==> src/rtl/down_timer.sv <==
// Loadable, prescaled down-counter with valid/ready load, terminal-count pulse
// and optional auto-reload of the last loaded value.
module down_timer #(
   parameter int WIDTH = 8,
   parameter int PW    = 16
) (
   input  logic             clk,
   input  logic             rst,
   input  logic             load_valid,
   output logic             load_ready,
   input  logic [WIDTH-1:0] load_value,
   input  logic [PW-1:0]    prescale,
   input  logic             en,
   input  logic             auto_reload,
   input  logic             abort,
   output logic [WIDTH-1:0] count,
   output logic             busy,
   output logic             done,
   output logic             tc
);

   typedef enum logic [1:0] {IDLE, RUN, DONE} state_t;

   state_t           state, state_n;
   logic [WIDTH-1:0] count_n, reload_reg, reload_n;
   logic [PW-1:0]    presc_cnt, presc_n;
   logic             tc_n, step;

   // >= rather than == so lowering prescale mid-run cannot strand the counter
   assign step = en && (presc_cnt >= prescale);

   always_ff @(posedge clk) begin
      if (rst) begin
         state      <= IDLE;
         count      <= '0;
         reload_reg <= '0;
         presc_cnt  <= '0;
         tc         <= 1'b0;
      end else begin
         state      <= state_n;
         count      <= count_n;
         reload_reg <= reload_n;
         presc_cnt  <= presc_n;
         tc         <= tc_n;
      end
   end

   always_comb begin
      state_n  = state;
      count_n  = count;
      reload_n = reload_reg;
      presc_n  = presc_cnt;
      tc_n     = 1'b0;
      case (state)
         RUN: begin
            if (abort) begin
               state_n = IDLE;
               count_n = '0;
               presc_n = '0;
            end else if (step) begin
               presc_n = '0;
               if (count > WIDTH'(1)) begin
                  count_n = count - WIDTH'(1);
               end else if (auto_reload) begin
                  count_n = reload_reg;
                  tc_n    = 1'b1;
               end else begin
                  count_n = '0;
                  tc_n    = 1'b1;
                  state_n = DONE;
               end
            end else if (en) begin
               presc_n = presc_cnt + PW'(1);
            end
         end
         default: begin
            // IDLE and DONE: abort is ignored, a load is always accepted
            presc_n = '0;
            if (load_valid) begin
               count_n  = load_value;
               reload_n = load_value;
               if (load_value != '0) begin
                  state_n = RUN;
               end else begin
                  state_n = DONE;
                  tc_n    = 1'b1;
               end
            end
         end
      endcase
   end

   assign busy       = (state == RUN);
   assign done       = (state == DONE);
   assign load_ready = (state != RUN);

endmodule

==> config.mk <==
export PLATFORM = sky130hd
export DESIGN_NAME = down_timer
export DESIGN_NICKNAME = d
export VERILOG_FILES = /design/src/rtl/down_timer.sv
export SDC_FILE = /design/constraint.sdc
export NUM_CORES = 1
export LEC_CHECK = 0
export BUFFER_PORTS_ARGS = -buffer_cell sky130_fd_sc_hd__buf_2
export CAP_MARGIN = 30
export CORE_UTILIZATION = 40
export CTS_BUF_LIST = sky130_fd_sc_hd__clkbuf_16
export DETAILED_ROUTE_END_ITERATION = 16
export HOLD_SLACK_MARGIN = 0.05
export SLEW_MARGIN = 10
export SYNTH_ARGS = -nofsm -noshare
export SYNTH_HDL_FRONTEND = slang
export SYNTH_SLANG_ARGS = --single-unit
==> constraint.sdc <==
create_clock -name clk -period 3.8 [get_ports clk]
set_clock_uncertainty 0.15 [all_clocks]
set_input_delay 0.76 -clock clk [delete_from_list [all_inputs] [get_ports clk]]
set_output_delay 0.76 -clock clk [all_outputs]
set_load 0.01 [all_outputs]
* After elaboration in Yosys (flattened, before gate mapping)
Index checks and enable logic that the tools add are counted.
Storage, ports and cells: register bits 35, input port bits 30, logic and storage cells 42
Cells by class: add/sub/neg operators 2, order comparisons 2, equality and inequality tests 6, mux-type cells 19, bitwise gates (word level) 1, reductions and logical operators 7
Operators with widths (number):
- 8-bit 2-to-1 mux | 6
- 16-bit by 1-bit adder with 16-bit output, second input constant | 1
- 16-bit greater-or-equal comparator | 1
- 2-bit 2-to-1 mux | 7
- 8-bit by 1-bit > comparator with 1-bit output, second input constant | 1
- 8-bit nonzero test | 1
- 8-bit by 1-bit subtractor with 8-bit output, second input constant | 1
- 1-bit 2-to-1 mux | 6
- 3-bit != test, second input constant | 2
- 2-bit AND reduction | 2
- 4-bit AND reduction | 1
- 4-bit OR reduction | 1
- 3-bit by 2-bit != test with 1-bit output, second input constant | 1
- 2-bit by 1-bit == test with 1-bit output, second input constant | 1
- 2-bit == test, second input constant | 1
- 2-bit by 1-bit != test with 1-bit output, second input constant | 1
- 2-bit nonzero test | 1
- 1-bit logical AND | 1
- 1-bit NOT | 1

* Longest topological paths before layout
Gate-level depths: netlist of run 1.
depth after elaboration 5, gate-level depth with buffers 10

* Worst setup path after synthesis of run 1
Ideal clock, no wire load.
path kind input port to flip-flop, start in prescale[0], end reg count[2], library setup time 91 ps, arrival time 2575 ps, required time 3559 ps, slack 985 ps, cell stages on the path 8, buffers on the path 2, cells stage by stage ha_1 -> nand2b_1 -> a2111o_1 -> a311o_1 -> o21ba_2 -> clkbuf_1 -> clkbuf_1 -> a311oi_1
Between the ends: cells in the longest elaborated chain, start to end 4
Ends and longest elaborated chain:
- start, declared | line 12 | input logic [PW-1:0] prescale,
- 16-bit greater-or-equal comparator | line 30 | assign step = en && (presc_cnt >= prescale);
- 1-bit logical AND | line 30
- 3-bit by 2-bit != test with 1-bit output (no source line)
- 2-bit AND reduction (no source line)
- end signal, assigned | line 41 | count <= count_n;
- end, declared | line 16 | output logic [WIDTH-1:0] count,
Every way passes these cells. A chain may end at the register's enable or synchronous reset.

* Worst setup path in the final report of run 1
start in prescale[0], end reg presc_cnt[2]
Between the ends: cells in the longest elaborated chain, start to end 3
Ends and longest elaborated chain:
- 16-bit greater-or-equal comparator | line 30
- 1-bit logical AND | line 30
- 4-bit OR reduction (no source line)
- end signal, assigned | line 43 | presc_cnt <= presc_n;
- end, declared | line 26 | logic [PW-1:0] presc_cnt, presc_n;
Every way passes these cells.

==> metrics.txt, run 1 <==
Reg-to-Reg Start=count[2]; hold depth=2; family with the most delay on the worst path=compound AO/OA/AOI/OAI gates; first-pass GRT wire length=7.74 mm; initial DRC count=81; status=complete, no violations; routed vias/inst=5.06; Final TNS setup=0 ns; Area growth syn-to-layout=18.1%; clk root buf=clkbuf_16; Clock Sinks=35; worst slew pin tran=0.630 ns; Global Route Usage Sum=18.5%; Synth warnings=0; Placer Congestion=0.779; max incr delay on CP=0.50 ns; slew margin rel.=57.9%; clk slew on worst S/H paths=0.05 ns; f_max=0.351 GHz; via count=1893; drt total wl=4.75 mm; initial antenna violation count=0; hold_sp=reload_reg[0]; RSZ-0062 raised after global routing=false; Pins Over Slew Limit=0; setup violators final=0; ANT cells=0; fin crit share=74.9%; reg2reg end=state[1]; pwr dens=391 nW/µm²; Final HPWL DP=3.56 mm; post-synth top area share=33.1%; Syn Nets=314; post-synthesis sequential area ratio=33.1%; CTS H-tree depth=2; port buffer count=41; flop2flop setup slack=0.98 ns; Starting Density=41.4%; clk_lat worst skew=0.28 ns; static leakage=1.11 nW; max-cap violations=0; ANT nets after route=0; Synth area leader=dfxtp_1; max FFs per register=16; buffers plus inverters on the worst setup path=1; Max clock buf depth=2; TritonCTS clock tree=built; maximum VDD drop=184 µV; Power, Total=0.976 mW; Final Hold Fails=0; WP data arrival=2.90 ns; Die Wd=74.7 µm; Residual DRC=0; Cell Area, Synth=2110 µm²; slowest stage cell, crit path=nand3b_1; cts repair resizes=0; Critical Path Sink Type=flip-flop; R2R depth=5; Placeable Area=5110 µm²; most frequent cells in the layout=buf_2, nor2_1, dfxtp_1, nand2_1, inv_1; share of cells above drive strength 1=17.4%; Avg Inst Size Synth=7.98 µm²; Hold Buf Count CTS=0; grt total ovfl=0; crit path cell chain=buf_2, ha_1, nand2b_1, a2111o_1, a31o_2, o21ai_0, nand3b_1, nor2_1; Die Y=74.7 µm; CP required=3.85 ns; most common cell after layout, fill and taps aside=buf_2; cts bufs inserted=5; Die Footprint=5580 µm²; Hold Crit Endpoint=reload_reg[0]; library cells used by synthesis=42; post-CTS setup repair buffer count=0; path type of the worst min-delay path=flip-flop to flip-flop; type of origin of the critical path=primary input; First-pass DRT Iterations=6; largest net degree at the start of global routing=21; number of global-route vias before repair=1708; I/O pin cnt=42; Std-Cell Rows=26; post-route minimum period=2.85 ns; Setup Crit Path Kind=primary input to flip-flop; Syn Inst Count=265; largest cells by area after synthesis=dfxtp_1, ha_1, nor2_1; routed len/inst=12.7 µm; final net count=352; Critical Path Fanout Max=16; #FFs+latches synth=35
layer usage:
metal | track usage (%) | wire (µm)
met1 | 23.3 | 2260
met2 | 30.6 | 2210
met3 | 3.61 | 231
met4 | 8.18 | 46
met5 | 0 | 0
worst register-to-register path, cell delays in order, from the launching register on:
cell,delay (ns)
dfxtp_1,0.37
or4_4,0.59
or4_1,0.77
o21ai_4,0.39
a21oi_1,0.13
a2111oi_2,0.32
logic make-up (layout without fill, tap and decap cells):
group                    after synthesis  after routing  synth area share (%)
adder cells (fa/ha/maj)               19             19                  11.2
multiplexers                           3              3                  1.42
XOR/XNOR                              19             19                  7.87
flip-flops                            35             35                  33.1
AO/OA/AOI/OAI                         53             53                  17.7
AND/OR/NAND/NOR                      105            105                  22.7
buffers and inverters                 31             70                  5.92
where the power goes:
part	total (mW)	leakage [nW]	switching [mW]	internal (mW)
combinational	0.186	0.759	0.106	0.0799
clock	0.381	0.0701	0.146	0.236
sequential	0.408	0.286	0.0226	0.386
total	0.976	1.11	0.274	0.701
through the flow:
step           std cells  area (µm²)  worst slack, ns  hold WS [ns]  utilization, %
2_1_floorplan        265        2110            0.985         0.286               -
3_3_place_gp         366        2360            0.761         0.296            46.2
3_5_place_dp         366        2360            0.654         0.298            46.2
4_1_cts              374        2500            0.938         0.306            48.9
5_1_grt              374        2500            0.762         0.325            48.9
6_report             374        2500            0.953         0.304            48.9
synthesized netlist by cell type, drive strengths merged:
library cell / instances
nor3b: 1
a21oi: 20
xnor2: 6
a21boi: 1
nor2: 39
nand2: 34
nand4: 7
a2111oi: 1
and3: 4
mux2i: 3
a31o: 1
a2bb2oi: 1
o2111ai: 1
o21ai: 7
dfxtp: 35
and2: 1
nand3b: 1
or3: 1
inv: 21
a311o: 1
buf: 3
nor3: 2
a311oi: 3
xor2: 13
o22ai: 3
clkbuf: 7
nand3: 4
a2111o: 2
o41ai: 1
and4: 1
a211o: 3
o21ba: 2
nand2b: 3
ha: 19
a211oi: 6
nor2b: 3
or4: 4
layout make-up:
cell class / count / area (µm²)
well taps: 70 / 87.6
clock inverters: 3 / 11.3
inverters: 21 / 78.8
repair buffers: 41 / 205
flip-flops and latches: 35 / 701
fillers: 532 / 2610
multi-input cells: 199 / 1290
clock buffers: 5 / 125
how the worst max path moves through the flow:
stage	startpoint	end	slack (ns)	depth (start not counted)
final	prescale[0]	presc_cnt[2]	0.95	8
after global routing	prescale[0]	presc_cnt[12]	0.76	8
after CTS	prescale[0]	presc_cnt[13]	0.94	8
after global placement	prescale[0]	presc_cnt[3]	0.76	8
after floorplan	prescale[0]	count[2]	0.98	8
after detailed placement	prescale[0]	presc_cnt[3]	0.65	8
(Power assumes the default switching activity.)
==> run 2: changes to the inputs <==
==> constraint.sdc (replaced) <==
create_clock -name clk -period 2.4 [get_ports clk]
set_clock_uncertainty 0.15 [all_clocks]
set_input_delay 0.48 -clock clk [delete_from_list [all_inputs] [get_ports clk]]
set_output_delay 0.48 -clock clk [all_outputs]
set_load 0.01 [all_outputs]
==> metrics.txt, run 2 (same netlist as run 1, synthesis figures left out) <==
register area=704 µm² (+0.54%); First-pass DRT Iterations=4 (-2); Residual DRC=0 (unchanged); clk slew on worst S/H paths=0.05 ns (about the same); f_max=0.432 GHz; type of origin of the critical path=flip-flop; max FFs per register=16 (unchanged); Place WS=-0.138 ns (-0.792 ns); ANT cells=0 (unchanged); routed len/inst=12.2 µm (-3.7%); WP data arrival=2.35 ns (-0.55 ns); area of the multi-input gates=1310 µm² (+1.9%); Setup Crit Path Kind=flip-flop to flip-flop; hold_sp=abort; drt total wl=4.84 mm (+2.0%); largest net degree at the start of global routing=21 (unchanged); Clock Sinks=35 (unchanged); fin crit share=96.4%; Critical Path Sink Type=flip-flop; post-route minimum period=2.31 ns; maximum VDD drop=340 µV (+85%); Starting Density=41.4% (unchanged); pwr dens=595 nW/µm² (+52%); max-cap violations=0 (unchanged); number of global-route vias before repair=1706 (-0.12%); hold depth=2 (unchanged); Std-Cell Rows=26 (unchanged); slew margin rel.=73.1% (+15 points); Hold Buf Count CTS=0 (unchanged); static leakage=1.24 nW (+11%); share of cells above drive strength 1=25.8% (+8.3 points); cts bufs inserted=5 (unchanged); Final Worst Setup Slack=0.0868 ns (-0.866 ns); grt total ovfl=0 (unchanged); path type of the worst min-delay path=primary input to flip-flop; reg2reg end=count[4]; Final Util=53.3% (+4.4 points); DP Area=2510 µm² (+6.4%); Final HPWL DP=3.65 mm (+2.3%); clk_lat worst skew=0.27 ns (about the same); port buffer count=41 (unchanged); ANT nets after route=0 (unchanged); Die Wd=74.7 µm (unchanged); via count=1948 (+2.9%); final non-filler cell total=396 (+5.9%); CP required=2.43 ns (-1.42 ns); worst slew pin tran=0.403 ns (-0.227 ns); Reg-to-Reg Start=count[3]; TritonCTS clock tree=built; Die Footprint=5580 µm² (unchanged); setup violators final=0 (unchanged); most common cell after layout, fill and taps aside=buf_2; CTS H-tree depth=2 (unchanged); clk root buf=clkbuf_16; RSZ-0062 raised after global routing=false; Global Route Usage Sum=18.7% (+0.25 points); Hold Crit Endpoint=state[1]; Final Hold Fails=0 (unchanged); Placer Congestion=0.804 (+3.1%); most frequent cells in the layout=buf_2, nor2_1, nand2_1, dfxtp_1, inv_1; placed cell count=384 (+4.9%); initial DRC count=99 (+22%); Die Y=74.7 µm (unchanged); Area growth syn-to-layout=28.6%; Placeable Area=5110 µm² (unchanged); Critical Path Fanout Max=6 (-10); status=complete, no violations; Max clock buf depth=2 (unchanged); initial antenna violation count=0 (unchanged); post-route cell area=2720 µm² (+8.9%); flop2flop setup slack=0.09 ns (-0.89 ns); I/O pin cnt=42 (unchanged); R2R depth=6 (+1); routed vias/inst=4.92 (-2.8%); Fillers=533 (+0.19%); final net count=375 (+6.5%); first-pass GRT wire length=7.91 mm (+2.1%); Pins Over Slew Limit=0 (unchanged)
run 2: cell count changes in the layout (fill, tap and decap cells not counted), moves of 2 or more:
cell / before / now
a311oi_2: 0 / 2
a311oi_1: 3 / 1
dfxtp_1: 35 / 32
dfxtp_2: 0 / 3
buf_4: 0 / 20
run 2: timing repair:
item	in CTS	in global routing
setup endpoints to repair	1	11
buffers inserted	0	6
gates resized for setup	1	11
pin swaps	0	4
run 2: how the worst max path moves through the flow:
stage,from,to,slack (ns),cells after the start
CTS,count[2],count[0],0.01,8
floorplan,prescale[0],count[2],-0.002,8
detailed placement,prescale[15],state[1],-0.14,9
global placement,prescale[0],state[1],-0.1,8
global route,count[3],count[4],0.01,6
finish,count[3],count[4],0.09,6
run 2: layer usage:
layer	share of wire (%)	global-route usage (%)	vias up
li1	-	-	1039
met1	51	25.8	873
met2	45	29.7	31
met3	2.9	3.21	5
met4	0.97	6.29	0
met5	0	0	-
run 2: cell type report:
class                      count  area share (%)
timing repair buffer          64            14.8
tap                           70            3.22
clock buffer                   5            4.60
multi-input combinational    199            48.3
clock inverter                 2           0.322
sequential                    35            25.9
inverter                      21            2.90
run 2: power by group:
group / switching (mW) / leakage (nW) / internal [mW]
clock: 0.227 / 0.0671 / 0.372
sequential: 0.0241 / 0.287 / 0.612
combinational: 0.196 / 0.889 / 0.188
run 2: stage by stage:
stage	hold slack, ns	power (mW)	TNS [ns]
after CTS	0.282	1.59	0
after floorplan	0.286	0.875	-0.00194
after global placement	0.294	0.986	-1.15
after global routing	0.300	1.70	0
final	0.295	1.62	0
after detailed placement	0.298	0.987	-2.14
run 2: critical path, stage by stage (launching register included):
cell and delay [ns]:
dfxtp_2 0.31, or4_4 0.53, or4_4 0.43, buf_8 0.15
buf_4 0.13, a211o_1 0.25, a311oi_2 0.26
==> run 3: changes to the inputs <==
--- a/config.mk
+++ b/config.mk
@@ -11,6 +11,7 @@
 export CTS_BUF_LIST = sky130_fd_sc_hd__clkbuf_16
 export DETAILED_ROUTE_END_ITERATION = 16
 export HOLD_SLACK_MARGIN = 0.05
+export PLACE_DENSITY_LB_ADDON = 0.2
 export SLEW_MARGIN = 10
 export SYNTH_ARGS = -nofsm -noshare
 export SYNTH_HDL_FRONTEND = slang
==> metrics.txt, run 3 (same netlist as run 1, synthesis figures left out) <==
Pint=1.16 mW (-1.4%); final non-filler cell total=393 (-0.76%); Final HPWL DP=3.65 mm (+0.10%); switching share of power=27.9% (+0.30 points); max-cap violations=0 (unchanged); clk slew on worst S/H paths=0.05 ns (about the same); I/O pin cnt=42 (unchanged); port buffer count=41 (unchanged); WP data arrival=2.33 ns (-0.02 ns); Critical Path Sink Type=flip-flop; type of origin of the critical path=flip-flop; TritonCTS clock tree=built; Starting Density=41.4% (unchanged); Critical Path Fanout Max=8 (+2); Die Footprint=5580 µm² (unchanged); crit path from=count[2]; First-pass DRT Iterations=4 (unchanged); Max clock buf depth=2 (unchanged); clk root buf=clkbuf_16; flop2flop setup slack=0.07 ns (-0.02 ns); fin crit share=97.2% (+0.85 points); CP required=2.40 ns (-0.03 ns); Final TNS setup=0 ns (unchanged); setup violators final=0 (unchanged); P_sw=0.447 mW (about the same); RSZ-0062 raised after global routing=false; CTS H-tree depth=2 (unchanged); Placeable Area=5110 µm² (unchanged); ANT nets after route=0 (unchanged); Reg-to-Reg Start=count[2]; routed len/inst=12.5 µm (+1.8%); Die Wd=74.7 µm (unchanged); Die Y=74.7 µm (unchanged); initial antenna violation count=0 (unchanged); most common cell after layout, fill and taps aside=buf_2; Hold Buf Count CTS=0 (unchanged); clk_lat worst skew=0.28 ns (about the same); largest net degree at the start of global routing=21 (unchanged); Global Route Usage Sum=19.0% (+0.29 points); path type of the worst min-delay path=primary input to flip-flop; static leakage=1.23 nW (-0.98%); Flop pwr share=39.6% (+0.3 points); first-pass GRT wire length=8.11 mm (+2.5%); most frequent cells in the layout=buf_2, nor2_1, nand2_1, dfxtp_1, inv_1; placed cell count=386 (+0.52%); ANT cells=0 (unchanged); Placer Congestion=0.764 (-4.9%); slew margin rel.=73.2% (about the same); routed vias/inst=4.98 (+1.3%); Residual DRC=0 (unchanged); end of the critical path=count[5]; cts bufs inserted=5 (unchanged); R2R depth=7 (+1); Setup Crit Path Kind=flip-flop to flip-flop; number of global-route vias before repair=1756 (+2.9%); initial DRC count=52 (-47%); pwr dens=598 nW/µm² (+0.39%); share of cells above drive strength 1=24.5% (-1.3 points); Clock Power Share=37.6% (+0.6 points); Clock Sinks=35 (unchanged); Area growth syn-to-layout=26.9%; reg2reg end=count[5]; Final Hold Fails=0 (unchanged); drt total wl=4.89 mm (+1.1%); final net count=371 (-1.1%); worst slew pin tran=0.403 ns (-0.000498 ns); maximum VDD drop=309 µV (-9.1%); post-route minimum period=2.33 ns (+0.0205 ns); grt total ovfl=0 (unchanged); max FFs per register=16 (unchanged); Pins Over Slew Limit=0 (unchanged); f_max=0.429 GHz (-0.88%); Gate power share=22.8% (-0.9 points); status=complete, no violations; via count=1959 (+0.56%); Std-Cell Rows=26 (unchanged)
## run 3: worst max-delay path, stage by stage, from the launching register on
cell      delay (ns)
dfxtp_2         0.32
or4_4           0.54
or4_4           0.50
o21ai_4         0.23
buf_12          0.15
a211oi_1        0.04
a21oi_1         0.19
a211oi_2        0.10
## run 3: per-stage QoR
stage	utilization (%)	power [mW]	setup slack, ns	hold WS (ns)	instance area [µm²]
after floorplan	-	0.875	-0.00194	0.286	2140
after global placement	49.5	0.996	-0.0922	0.294	2530
after detailed placement	49.5	0.998	-0.139	0.299	2530
after CTS	52.3	1.62	0.0327	0.283	2670
after global routing	52.5	1.69	0.00372	0.293	2680
final	52.5	1.60	0.0663	0.290	2680
## run 3: timing repair
item	CTS	global route
resized for setup	2	6
endpoints found under the setup margin	2	12
pin swaps	2	2
buffers inserted	0	0
## run 3: power by group through the flow
stage | registers [mW] | logic (mW) | clock network (mW)
final | 0.635 | 0.365 | 0.603
after global routing | 0.639 | 0.408 | 0.645
after CTS | 0.635 | 0.362 | 0.620
after detailed placement | 0.647 | 0.351 | 0
after global placement | 0.647 | 0.349 | 0
after floorplan | 0.658 | 0.217 | 0
## run 3: worst min-delay path by stage
stage / startpoint / end / slack (ns) / cells after the start
final: abort / state[1] / 0.29 / 2
after global routing: abort / state[1] / 0.29 / 2
after CTS: abort / state[1] / 0.28 / 2
after detailed placement: reload_reg[4] / reload_reg[4] / 0.30 / 2
after global placement: reload_reg[4] / reload_reg[4] / 0.29 / 2
after floorplan: reload_reg[0] / reload_reg[0] / 0.29 / 2
## run 3: layout make-up
cell class              instances  area [µm²]
well taps                      70        87.6
repair buffers                 60         360
clock inverters                 3        12.5
clock buffers                   5         125
flip-flops and latches         35         703
multi-input cells             199        1320
inverters                      21        78.8
fillers                       511        2420
## run 3: routing by layer
metal / vias to the layer above / GRT usage [%] / share of wire, %
li1: 1033 / - / -
met1: 889 / 26.5 / 50
met2: 33 / 29.8 / 46
met3: 4 / 4.42 / 3.4
met4: 0 / 4.40 / 0.86
met5: - / 0 / 0
